**src/rtl/aurora_rx_deframer_if.sv**
```systemverilog
`default_nettype none
// ============================================================================
// Module      : aurora_rx_deframer_if
// Description : Bus bundle between the Aurora RX user stream, the receive
//               deframer and the local receive FIFO / flow-control logic.
//               Optional statistics signals exist when AURORA_RX_STATS_EN
//               is defined.
// Revision    : 1.0  initial release
// ============================================================================
interface aurora_rx_deframer_if #(
   parameter int LEN_W = 18
);
   // Aurora RX user stream (no backpressure)
   logic [31:0]      rx_data;
   logic             rx_data_src_rdy;
   // Receive FIFO write port
   logic             fifo_wr;
   logic [31:0]      fifo_dat;
   logic             fifo_full;
   // Flow-control credit and status
   logic [LEN_W-1:0] partner_empty_slots;
   logic             partner_empty_slots_valid;
   logic             in_packet;
   logic             err_overflow;
   logic             err_header;
`ifdef AURORA_RX_STATS_EN
   logic [31:0]      stat_data_words;
   logic [31:0]      stat_ctrl_words;
   logic [31:0]      stat_pkts;

   // Stream source / FIFO owner side
   modport master (
      output rx_data, rx_data_src_rdy, fifo_full,
      input  fifo_wr, fifo_dat, partner_empty_slots, partner_empty_slots_valid,
             in_packet, err_overflow, err_header,
             stat_data_words, stat_ctrl_words, stat_pkts
   );
   // Deframer side
   modport slave (
      input  rx_data, rx_data_src_rdy, fifo_full,
      output fifo_wr, fifo_dat, partner_empty_slots, partner_empty_slots_valid,
             in_packet, err_overflow, err_header,
             stat_data_words, stat_ctrl_words, stat_pkts
   );
`else
   // Stream source / FIFO owner side
   modport master (
      output rx_data, rx_data_src_rdy, fifo_full,
      input  fifo_wr, fifo_dat, partner_empty_slots, partner_empty_slots_valid,
             in_packet, err_overflow, err_header
   );
   // Deframer side
   modport slave (
      input  rx_data, rx_data_src_rdy, fifo_full,
      output fifo_wr, fifo_dat, partner_empty_slots, partner_empty_slots_valid,
             in_packet, err_overflow, err_header
   );
`endif
endinterface
`default_nettype wire

```
**src/rtl/aurora_rx_deframer.sv**
```systemverilog
`default_nettype none
// ============================================================================
// Module      : aurora_rx_deframer
// Description : Receive-side deframer of the Aurora framed link. Control
//               words forward the partner's free-slot count as flow-control
//               credit; data headers announce N payload words which are
//               written to the local receive FIFO. Unknown header tags and
//               FIFO overflow are flagged.
//               Optional macro AURORA_RX_STATS_EN adds event counters.
// Revision    : 1.0  initial release
// ============================================================================
module aurora_rx_deframer #(
   parameter int                HEAD_W   = 4,
   parameter logic [HEAD_W-1:0] CTRL_TAG = 4'hC,
   parameter logic [HEAD_W-1:0] DATA_TAG = 4'hD,
   parameter int                LEN_W    = 18
) (
   input  wire logic             clk_i,
   input  wire logic             reset_i,
   aurora_rx_deframer_if.slave   bus
);

   typedef enum logic [0:0] {
      ST_HEAD = 1'b0,
      ST_DATA = 1'b1
   } state_t;

   localparam logic [LEN_W-1:0] c_len_one = {{(LEN_W-1){1'b0}}, 1'b1};

   state_t           r_state;
   state_t           w_state_next;
   logic [LEN_W-1:0] r_remaining;
   logic [LEN_W-1:0] w_remaining_next;

   logic             r_fifo_wr;
   logic             w_fifo_wr_next;
   logic [31:0]      r_fifo_dat;
   logic [31:0]      w_fifo_dat_next;
   logic [LEN_W-1:0] r_slots;
   logic [LEN_W-1:0] w_slots_next;
   logic             r_slots_valid;
   logic             w_slots_valid_next;
   logic             r_err_overflow;
   logic             w_err_overflow_next;
   logic             r_err_header;
   logic             w_err_header_next;

   logic [31:0]      w_word;
   logic [HEAD_W-1:0] w_tag;
   logic [LEN_W-1:0] w_len;

   // Field extraction; bits between the tag and the length are reserved
   assign w_word = bus.rx_data;
   assign w_tag  = w_word[31 -: HEAD_W];
   assign w_len  = w_word[LEN_W-1:0];

   // State register and all registered outputs
   always_ff @(posedge clk_i) begin
      if (reset_i) begin
         r_state        <= ST_HEAD;
         r_remaining    <= '0;
         r_fifo_wr      <= 1'b0;
         r_fifo_dat     <= '0;
         r_slots        <= '0;
         r_slots_valid  <= 1'b0;
         r_err_overflow <= 1'b0;
         r_err_header   <= 1'b0;
      end else begin
         r_state        <= w_state_next;
         r_remaining    <= w_remaining_next;
         r_fifo_wr      <= w_fifo_wr_next;
         r_fifo_dat     <= w_fifo_dat_next;
         r_slots        <= w_slots_next;
         r_slots_valid  <= w_slots_valid_next;
         r_err_overflow <= w_err_overflow_next;
         r_err_header   <= w_err_header_next;
      end
   end

   // Next-state and next-output decode; idle cycles only clear the pulses
   always_comb begin
      w_state_next        = r_state;
      w_remaining_next    = r_remaining;
      w_fifo_wr_next      = 1'b0;
      w_fifo_dat_next     = r_fifo_dat;
      w_slots_next        = r_slots;
      w_slots_valid_next  = 1'b0;
      w_err_overflow_next = r_err_overflow;
      w_err_header_next   = 1'b0;

      if (bus.rx_data_src_rdy) begin
         case (r_state)
            ST_HEAD: begin
               if (w_tag == CTRL_TAG) begin
                  w_slots_next       = w_len;
                  w_slots_valid_next = 1'b1;
               end else if (w_tag == DATA_TAG) begin
                  // A zero-length packet is consumed without leaving HEAD
                  if (w_len != '0) begin
                     w_remaining_next = w_len;
                     w_state_next     = ST_DATA;
                  end
               end else begin
                  w_err_header_next = 1'b1;
               end
            end
            ST_DATA: begin
               // Payload is never decoded as a header, whatever its tag
               if (bus.fifo_full) begin
                  w_err_overflow_next = 1'b1;
               end else begin
                  w_fifo_wr_next  = 1'b1;
                  w_fifo_dat_next = w_word;
               end
               // Dropped words still count; leaving at 1 keeps it from wrapping
               w_remaining_next = r_remaining - c_len_one;
               if (r_remaining == c_len_one) begin
                  w_state_next = ST_HEAD;
               end
            end
            default: begin
               w_state_next     = ST_HEAD;
               w_remaining_next = '0;
            end
         endcase
      end
   end

   assign bus.fifo_wr                   = r_fifo_wr;
   assign bus.fifo_dat                  = r_fifo_dat;
   assign bus.partner_empty_slots       = r_slots;
   assign bus.partner_empty_slots_valid = r_slots_valid;
   assign bus.in_packet                 = (r_state == ST_DATA);
   assign bus.err_overflow              = r_err_overflow;
   assign bus.err_header                = r_err_header;

`ifdef AURORA_RX_STATS_EN
   logic [31:0] r_stat_data_words;
   logic [31:0] r_stat_ctrl_words;
   logic [31:0] r_stat_pkts;

   // Free-running event counters, wrapping modulo 2^32
   always_ff @(posedge clk_i) begin
      if (reset_i) begin
         r_stat_data_words <= '0;
         r_stat_ctrl_words <= '0;
         r_stat_pkts       <= '0;
      end else begin
         if (w_fifo_wr_next) begin
            r_stat_data_words <= r_stat_data_words + 32'd1;
         end
         if (w_slots_valid_next) begin
            r_stat_ctrl_words <= r_stat_ctrl_words + 32'd1;
         end
         if ((r_state == ST_HEAD) && (w_state_next == ST_DATA)) begin
            r_stat_pkts <= r_stat_pkts + 32'd1;
         end
      end
   end

   assign bus.stat_data_words = r_stat_data_words;
   assign bus.stat_ctrl_words = r_stat_ctrl_words;
   assign bus.stat_pkts       = r_stat_pkts;
`endif

endmodule
`default_nettype wire

```
**src/flat_wrapper.sv**
```systemverilog
// flat-port wrapper written by rule: the top's interface ports become plain ports
module aurora_rx_deframer_flat 
#(
   parameter int                HEAD_W   = 4,
   parameter logic [HEAD_W-1:0] CTRL_TAG = 4'hC,
   parameter logic [HEAD_W-1:0] DATA_TAG = 4'hD,
   parameter int                LEN_W    = 18
)
  (clk_i, reset_i, bus_rx_data, bus_rx_data_src_rdy, bus_fifo_full, bus_fifo_wr, bus_fifo_dat, bus_partner_empty_slots, bus_partner_empty_slots_valid, bus_in_packet, bus_err_overflow, bus_err_header);
  aurora_rx_deframer_if #(.LEN_W(LEN_W)) bus_i ();
  input  wire logic clk_i;
  input  wire logic reset_i;
  input wire logic [$bits(bus_i.rx_data)-1:0] bus_rx_data;
  input wire logic [$bits(bus_i.rx_data_src_rdy)-1:0] bus_rx_data_src_rdy;
  input wire logic [$bits(bus_i.fifo_full)-1:0] bus_fifo_full;
  output wire logic [$bits(bus_i.fifo_wr)-1:0] bus_fifo_wr;
  output wire logic [$bits(bus_i.fifo_dat)-1:0] bus_fifo_dat;
  output wire logic [$bits(bus_i.partner_empty_slots)-1:0] bus_partner_empty_slots;
  output wire logic [$bits(bus_i.partner_empty_slots_valid)-1:0] bus_partner_empty_slots_valid;
  output wire logic [$bits(bus_i.in_packet)-1:0] bus_in_packet;
  output wire logic [$bits(bus_i.err_overflow)-1:0] bus_err_overflow;
  output wire logic [$bits(bus_i.err_header)-1:0] bus_err_header;
  assign bus_i.rx_data = bus_rx_data;
  assign bus_i.rx_data_src_rdy = bus_rx_data_src_rdy;
  assign bus_i.fifo_full = bus_fifo_full;
  assign bus_fifo_wr = bus_i.fifo_wr;
  assign bus_fifo_dat = bus_i.fifo_dat;
  assign bus_partner_empty_slots = bus_i.partner_empty_slots;
  assign bus_partner_empty_slots_valid = bus_i.partner_empty_slots_valid;
  assign bus_in_packet = bus_i.in_packet;
  assign bus_err_overflow = bus_i.err_overflow;
  assign bus_err_header = bus_i.err_header;
  aurora_rx_deframer #(.HEAD_W(HEAD_W), .CTRL_TAG(CTRL_TAG), .DATA_TAG(DATA_TAG), .LEN_W(LEN_W)) u_core (.clk_i(clk_i), .reset_i(reset_i), .bus(bus_i));
endmodule
```
**config.mk**
```make
export PLATFORM = sky130hd
export DESIGN_NAME = aurora_rx_deframer_flat
export DESIGN_NICKNAME = d
export VERILOG_FILES = /design/src/rtl/aurora_rx_deframer_if.sv /design/src/rtl/aurora_rx_deframer.sv /design/src/flat_wrapper.sv
export SDC_FILE = /design/constraint.sdc
export NUM_CORES = 1
export LEC_CHECK = 0
export CORE_AREA = 2 2 107 109
export CTS_BUF_LIST = sky130_fd_sc_hd__clkbuf_2
export DETAILED_ROUTE_END_ITERATION = 8
export DIE_AREA = 0 0 109 111
export GPL_TIMING_DRIVEN = 0
export HOLD_SLACK_MARGIN = 0.15
export PLACE_DENSITY_LB_ADDON = 0.15
export SYNTH_ARGS = -nofsm -noshare
export SYNTH_HDL_FRONTEND = slang
export SYNTH_SLANG_ARGS = --single-unit
```
**constraint.sdc**
```tcl
create_clock -name clk_i -period 2.8 [get_ports clk_i]
set_input_delay 0.42 -clock clk_i [delete_from_list [all_inputs] [get_ports clk_i]]
set_output_delay 0.42 -clock clk_i [all_outputs]
set_load 0.05 [all_outputs]
```
==> impl_metrics.ini, run 1 <==
[run_status]
outcome = complete, no violations

[cells_and_area]
n_antenna_cell = 0
final_common_cell = nand2_1
final_core_utilization_pct = 39.8
nets = 554
area_delta_synth_final_pct = 37.2
mostFrequentLayoutCells = 127 x nand2_1, 90 x clkdlybuf4s50_1, 73 x dfxtp_1
drive_gt1_share_pct = 5.95

[logic_synthesis]
ys_types = 50
async_flop_share_pct = 0
syn_area_per_cell_um2 = 7.73
netlist_instances = 415
synth_seq_cells = 73
ys_seq_area_share_pct = 45.5
synth-main-ff-cell = dfxtp_1
syn_area_um2 = 3210
yosysWarnings = 0
synth_edf_count = 0
synth.net_count = 453

[hold_path]
hold_class = in -> reg
hold_start = bus_rx_data[26]
whs_endpoint = u_core.bus.fifo_dat[26]
min_path_cells = 3

[sta]
period_needed_ns = 2.20
hold_viol = 0
tns_ns = 0
worst_pin_slew_ns = 0.603
rsz0062_at_grt = no
slew-limit-headroom_pct = 59.6
timing.hold.ws_ns = 0.403
fmax_ghz = 0.454
maxSlewViolCount = 0
timing.final.crit_share_pct = 78.7
finClkSkew_ns = 0.0400
setup_viol = 0
setup_slack_ns = 0.598

[clocking]
cts_tree = built
path_clk_slew_ns = 0.23
cts-root-buf = clkbuf_2
cts-buffers-inserted = 9
cts_resized = 0
clock_latency_ns = 0.53
htreeDepth = 3
cts_num_sinks = 73
clockBufferDepth = 2
postCtsSetupRepairBufs = 0
holdBufCountCts = 0

[place]
place.gp.congestion = 0.846
dp.final_hpwl_um = 7930
pre_cts_ws_ns = 0.0862
port_buffers = 90

[detailed_routing]
dr.pass1.iters = 4
vias = 3293
drc = 0
wl_per_cell_um = 16.3
ant_nets = 0
wirelength_um = 10900
drt_iter0_markers = 223
viasPerCell = 4.96

[pwr]
power.density_nw_per_um2 = 440
total_power_w = 0.00194
p_leak_nw = 1.45
irDropWorstVdd_v = 0.000228

[grt]
grt_max_degree = 14
grtUsageTotal_pct = 18.5
gr-total-overflow = 0
antenna_found_initial = 0
grt_pass1_wl_um = 17200
grt_pass1_vias = 3316

[critical_path]
r2r_start = u_core.r_remaining[0]
worstRegToRegCells = 7
arrival_ns = 2.64
endpoint_kind = flop
path_class = reg -> reg
critPathLaunchType = flop
cp.required_ns = 3.23
r2r_slack_ns = 0.60
path_max_fanout = 5
r2r_end = u_core.r_remaining[16]

[floorplanning]
ios = 91
fp-row-count = 39
die_h_um = 111
die_w_um = 109
initial_core_util_pct = 29.0
die_area_um2 = 12100
core_region_area_um2 = 11100

[job]
maxCapViolations = 0
[synthesized netlist by cell type (5+ instances only)]
cell type	count	area share, %
nand2_1	127	15
dfxtp_1	73	46
clkbuf_1	22	2.6
nor4_1	5	0.97
nor2b_1	5	0.97
a31oi_1	16	3.1
nor3_1	7	1.1
inv_1	6	0.70
a21oi_1	53	8.3
a211oi_1	5	1.2
nor2_1	17	2.0
nand3_1	9	1.4
buf_2	5	0.78
and3_1	6	1.2
[routing by layer]
metal	up-vias	share of wire [%]	track usage (%)
li1	1641	-	-
met1	1553	44	23.3
met2	93	47	29.2
met3	6	7.4	6.58
met4	0	0.94	6.07
met5	-	0	0
[cells by family after synthesis]
logic type | after synthesis | share of synthesized area (%)
adders and majority gates | 2 | 0.780
and+or+nand+nor | 206 | 30.2
AOI/OAI and AO/OA | 97 | 18.2
DFF | 73 | 45.5
buffers and inverters | 36 | 4.99
muxes | 1 | 0.312
[layout make-up]
| cell class | instances | area (um^2) |
|---|---|---|
| Clock buffer | 10 | 50.0 |
| Buffer | 30 | 138 |
| Timing Repair Buffer | 90 | 901 |
| Sequential cell | 73 | 1460 |
| Tap cell | 143 | 179 |
| Fill cell | 1145 | 6670 |
| Inverter | 6 | 22.5 |
| Clock inverter | 6 | 65.1 |
| Multi-Input combinational cell | 306 | 1590 |
[critical path, stage by stage, from the launching register on]
cell and delay [ns]:
dfxtp_1 0.40, inv_1 0.09, ha_1 0.22, nor3b_2 0.37
nand4b_1 0.22, nand2b_1 0.21, or4_1 0.50, o311ai_1 0.09
[stage by stage]
step	cells	instance area, um^2
floorplan	415	3210
detailed placement	648	4290
global route	664	4400
finish	664	4400
CTS	664	4400
global placement	648	4290
[sequential cells by signal (all words and copies together) (netlist names)]
name,count
u_core.bus.partner_empty_slots,18
u_core.bus.in_packet,1
u_core.bus.err_overflow,1
u_core.bus.partner_empty_slots_valid,1
u_core.bus.fifo_wr,1
u_core.bus.err_header,1
u_core.bus.fifo_dat,32
u_core.r_remaining,18
[report_power, final]
| part | internal, W | total, W | switching, W |
|---|---|---|---|
| logic | 0.000102 | 0.000253 | 0.000151 |
| registers | 0.00106 | 0.00107 | 0.0000132 |
| clock network | 0.000213 | 0.000618 | 0.000405 |
| total | 0.00137 | 0.00194 | 0.000569 |
[worst max path at each step]
stage,cells past startpoint,slack (ns),startpoint,to
3_5_place_dp,9,0.09,bus_rx_data[17],u_core.r_remaining[11]
6_report,7,0.60,u_core.r_remaining[0],u_core.r_remaining[16]
5_1_grt,7,0.45,u_core.r_remaining[0],u_core.r_remaining[16]
2_1_floorplan,8,0.68,u_core.bus.in_packet,u_core.r_remaining[16]
3_3_place_gp,9,0.08,bus_rx_data[17],u_core.r_remaining[12]
4_1_cts,1,0.56,u_core.bus.err_overflow,bus_err_overflow
Note: power is estimated with default switching activity, not from simulation.
==> inputs of run 2 (changes only) <==
clock period = 2.1 ns   (was 2.8 ns; I/O delays follow)
==> impl_metrics.ini, run 2 (synthesis gave the netlist of run 1 again) <==
[run_status]
outcome = complete, no violations

[clocking]
htreeDepth = 3
clock_latency_ns = 0.53
path_clk_slew_ns = 0.20
cts_num_sinks = 73
cts-root-buf = clkbuf_2
clockBufferDepth = 2
cts-buffers-inserted = 9
cts_tree = built

[detailed_routing]
dr.pass1.iters = 4
drc = 0
drt_iter0_markers = 155
vias = 3369
wl_per_cell_um = 16.4
ant_nets = 0
wirelength_um = 10900
viasPerCell = 5.07

[cells_and_area]
mostFrequentLayoutCells = 127 x nand2_1, 71 x dfxtp_1, 53 x a21oi_1
n_fill_cell = 1122
largest_register_ffs = 32
n_antenna_cell = 0
final_area_um2 = 4510
area_delta_synth_final_pct = 40.6
final_common_cell = nand2_1
nets = 554
drive_gt1_share_pct = 7.49
layout.cells.non_filler = 664

[sta]
timing.hold.ws_ns = 0.310
period_needed_ns = 2.00
rsz0062_at_grt = yes
setup_viol = 0
maxSlewViolCount = 0
worst_pin_slew_ns = 0.577
finClkSkew_ns = 0.0241
fmax_ghz = 0.501
setup_slack_ns = 0.103
slew-limit-headroom_pct = 61.2
timing.final.crit_share_pct = 95.1
hold_viol = 0

[critical_path]
arrival_ns = 2.46
cp.required_ns = 2.56
path_max_fanout = 10
path_class = in -> reg
critPathLaunchType = primary input
endpoint_kind = flop

[floorplanning]
core_region_area_um2 = 11100
initial_core_util_pct = 29.0
fp-row-count = 39
die_h_um = 111
die_w_um = 109
die_area_um2 = 12100
ios = 91

[pwr]
swShare_pct = 28.5
p_int_w = 0.00183
comb_power_share_pct = 13.7
power_switching_w = 0.000732
p_seq_share_pct = 55.5
power.density_nw_per_um2 = 569
clkPwrFrac_pct = 30.8
irDropWorstVdd_v = 0.000390
p_leak_nw = 2.19
total_power_w = 0.00257

[place]
place.gp.congestion = 0.836
port_buffers = 90
pre_cts_ws_ns = -0.458
dp.cells = 648
dp.final_hpwl_um = 8020
place_area_um2 = 4290

[grt]
grt_pass1_vias = 3228
grt_pass1_wl_um = 17200
grt_max_degree = 13
antenna_found_initial = 0
gr-total-overflow = 0
grtUsageTotal_pct = 18.5

[hold_path]
hold_class = in -> reg

[job]
maxCapViolations = 0
run 2: final timing paths:
kind	endpoint	cells after the start	start	slack, ns
setup / recovery	u_core.r_remaining[12]	9	bus_rx_data[17]	0.10
hold / removal	u_core.bus.fifo_dat[19]	3	bus_rx_data[19]	0.31
setup reg to reg	u_core.r_remaining[12]	8	u_core.r_remaining[0]	0.12
hold reg to reg	u_core.bus.fifo_dat[27]	2	u_core.bus.fifo_dat[27]	0.46
run 2: worst max-delay path: stages:
cell             delay, ns
clkdlybuf4s50_1       0.54
nor4_1                0.39
and3_1                0.20
buf_2                 0.18
a21o_1                0.17
buf_6                 0.15
buf_2                 0.27
nand2_1               0.09
a31oi_1               0.15
run 2: per-stage QoR:
step           setup TNS (ns)  utilization [%]
2_1_floorplan               0                -
3_3_place_gp           -16.68             38.7
3_5_place_dp           -16.55             38.7
4_1_cts                     0             39.6
5_1_grt              -0.00884             40.7
6_report                    0             40.7
run 2: routing by layer:
metal / global-route usage (%) / vias up / share of wire (%)
li1: - / 1649 / -
met1: 23.3 / 1616 / 43
met2: 29.3 / 97 / 48
met3: 7.64 / 7 / 8.0
met4: 4.53 / 0 / 1.0
met5: 0 / - / 0
run 2: layout make-up:
type,instances,area (um^2),area share (%)
repair buffers,91,970,21.5
inverters,6,26.3,0.582
clock buffers,11,55.1,1.22
clock inverters,5,55.1,1.22
multi-input cells,306,1630,36.0
plain buffers,29,136,3.02
well taps,143,179,3.96
flip-flops and latches,73,1470,32.5
run 2: power groups by stage:
stage	clock network, W	logic (W)	registers (W)
floorplan	0	0.000140	0.00148
finish	0.000792	0.000352	0.00142
global placement	0	0.000334	0.00145
detailed placement	0	0.000336	0.00145
CTS	0.000829	0.000337	0.00142
global route	0.000884	0.000381	0.00143
run 2: timing repair:
action                     in CTS  in global routing
setup endpoints to repair      28                 46
setup buffers                   0                  1
gates resized for setup        22                 44
hold buffers                    0                  0
==> inputs of run 3 (changes only) <==
SLEW_MARGIN = 20   (was unset)
==> results of run 3 <==
Final layout, timing and power as in run 2 (identical DEF).
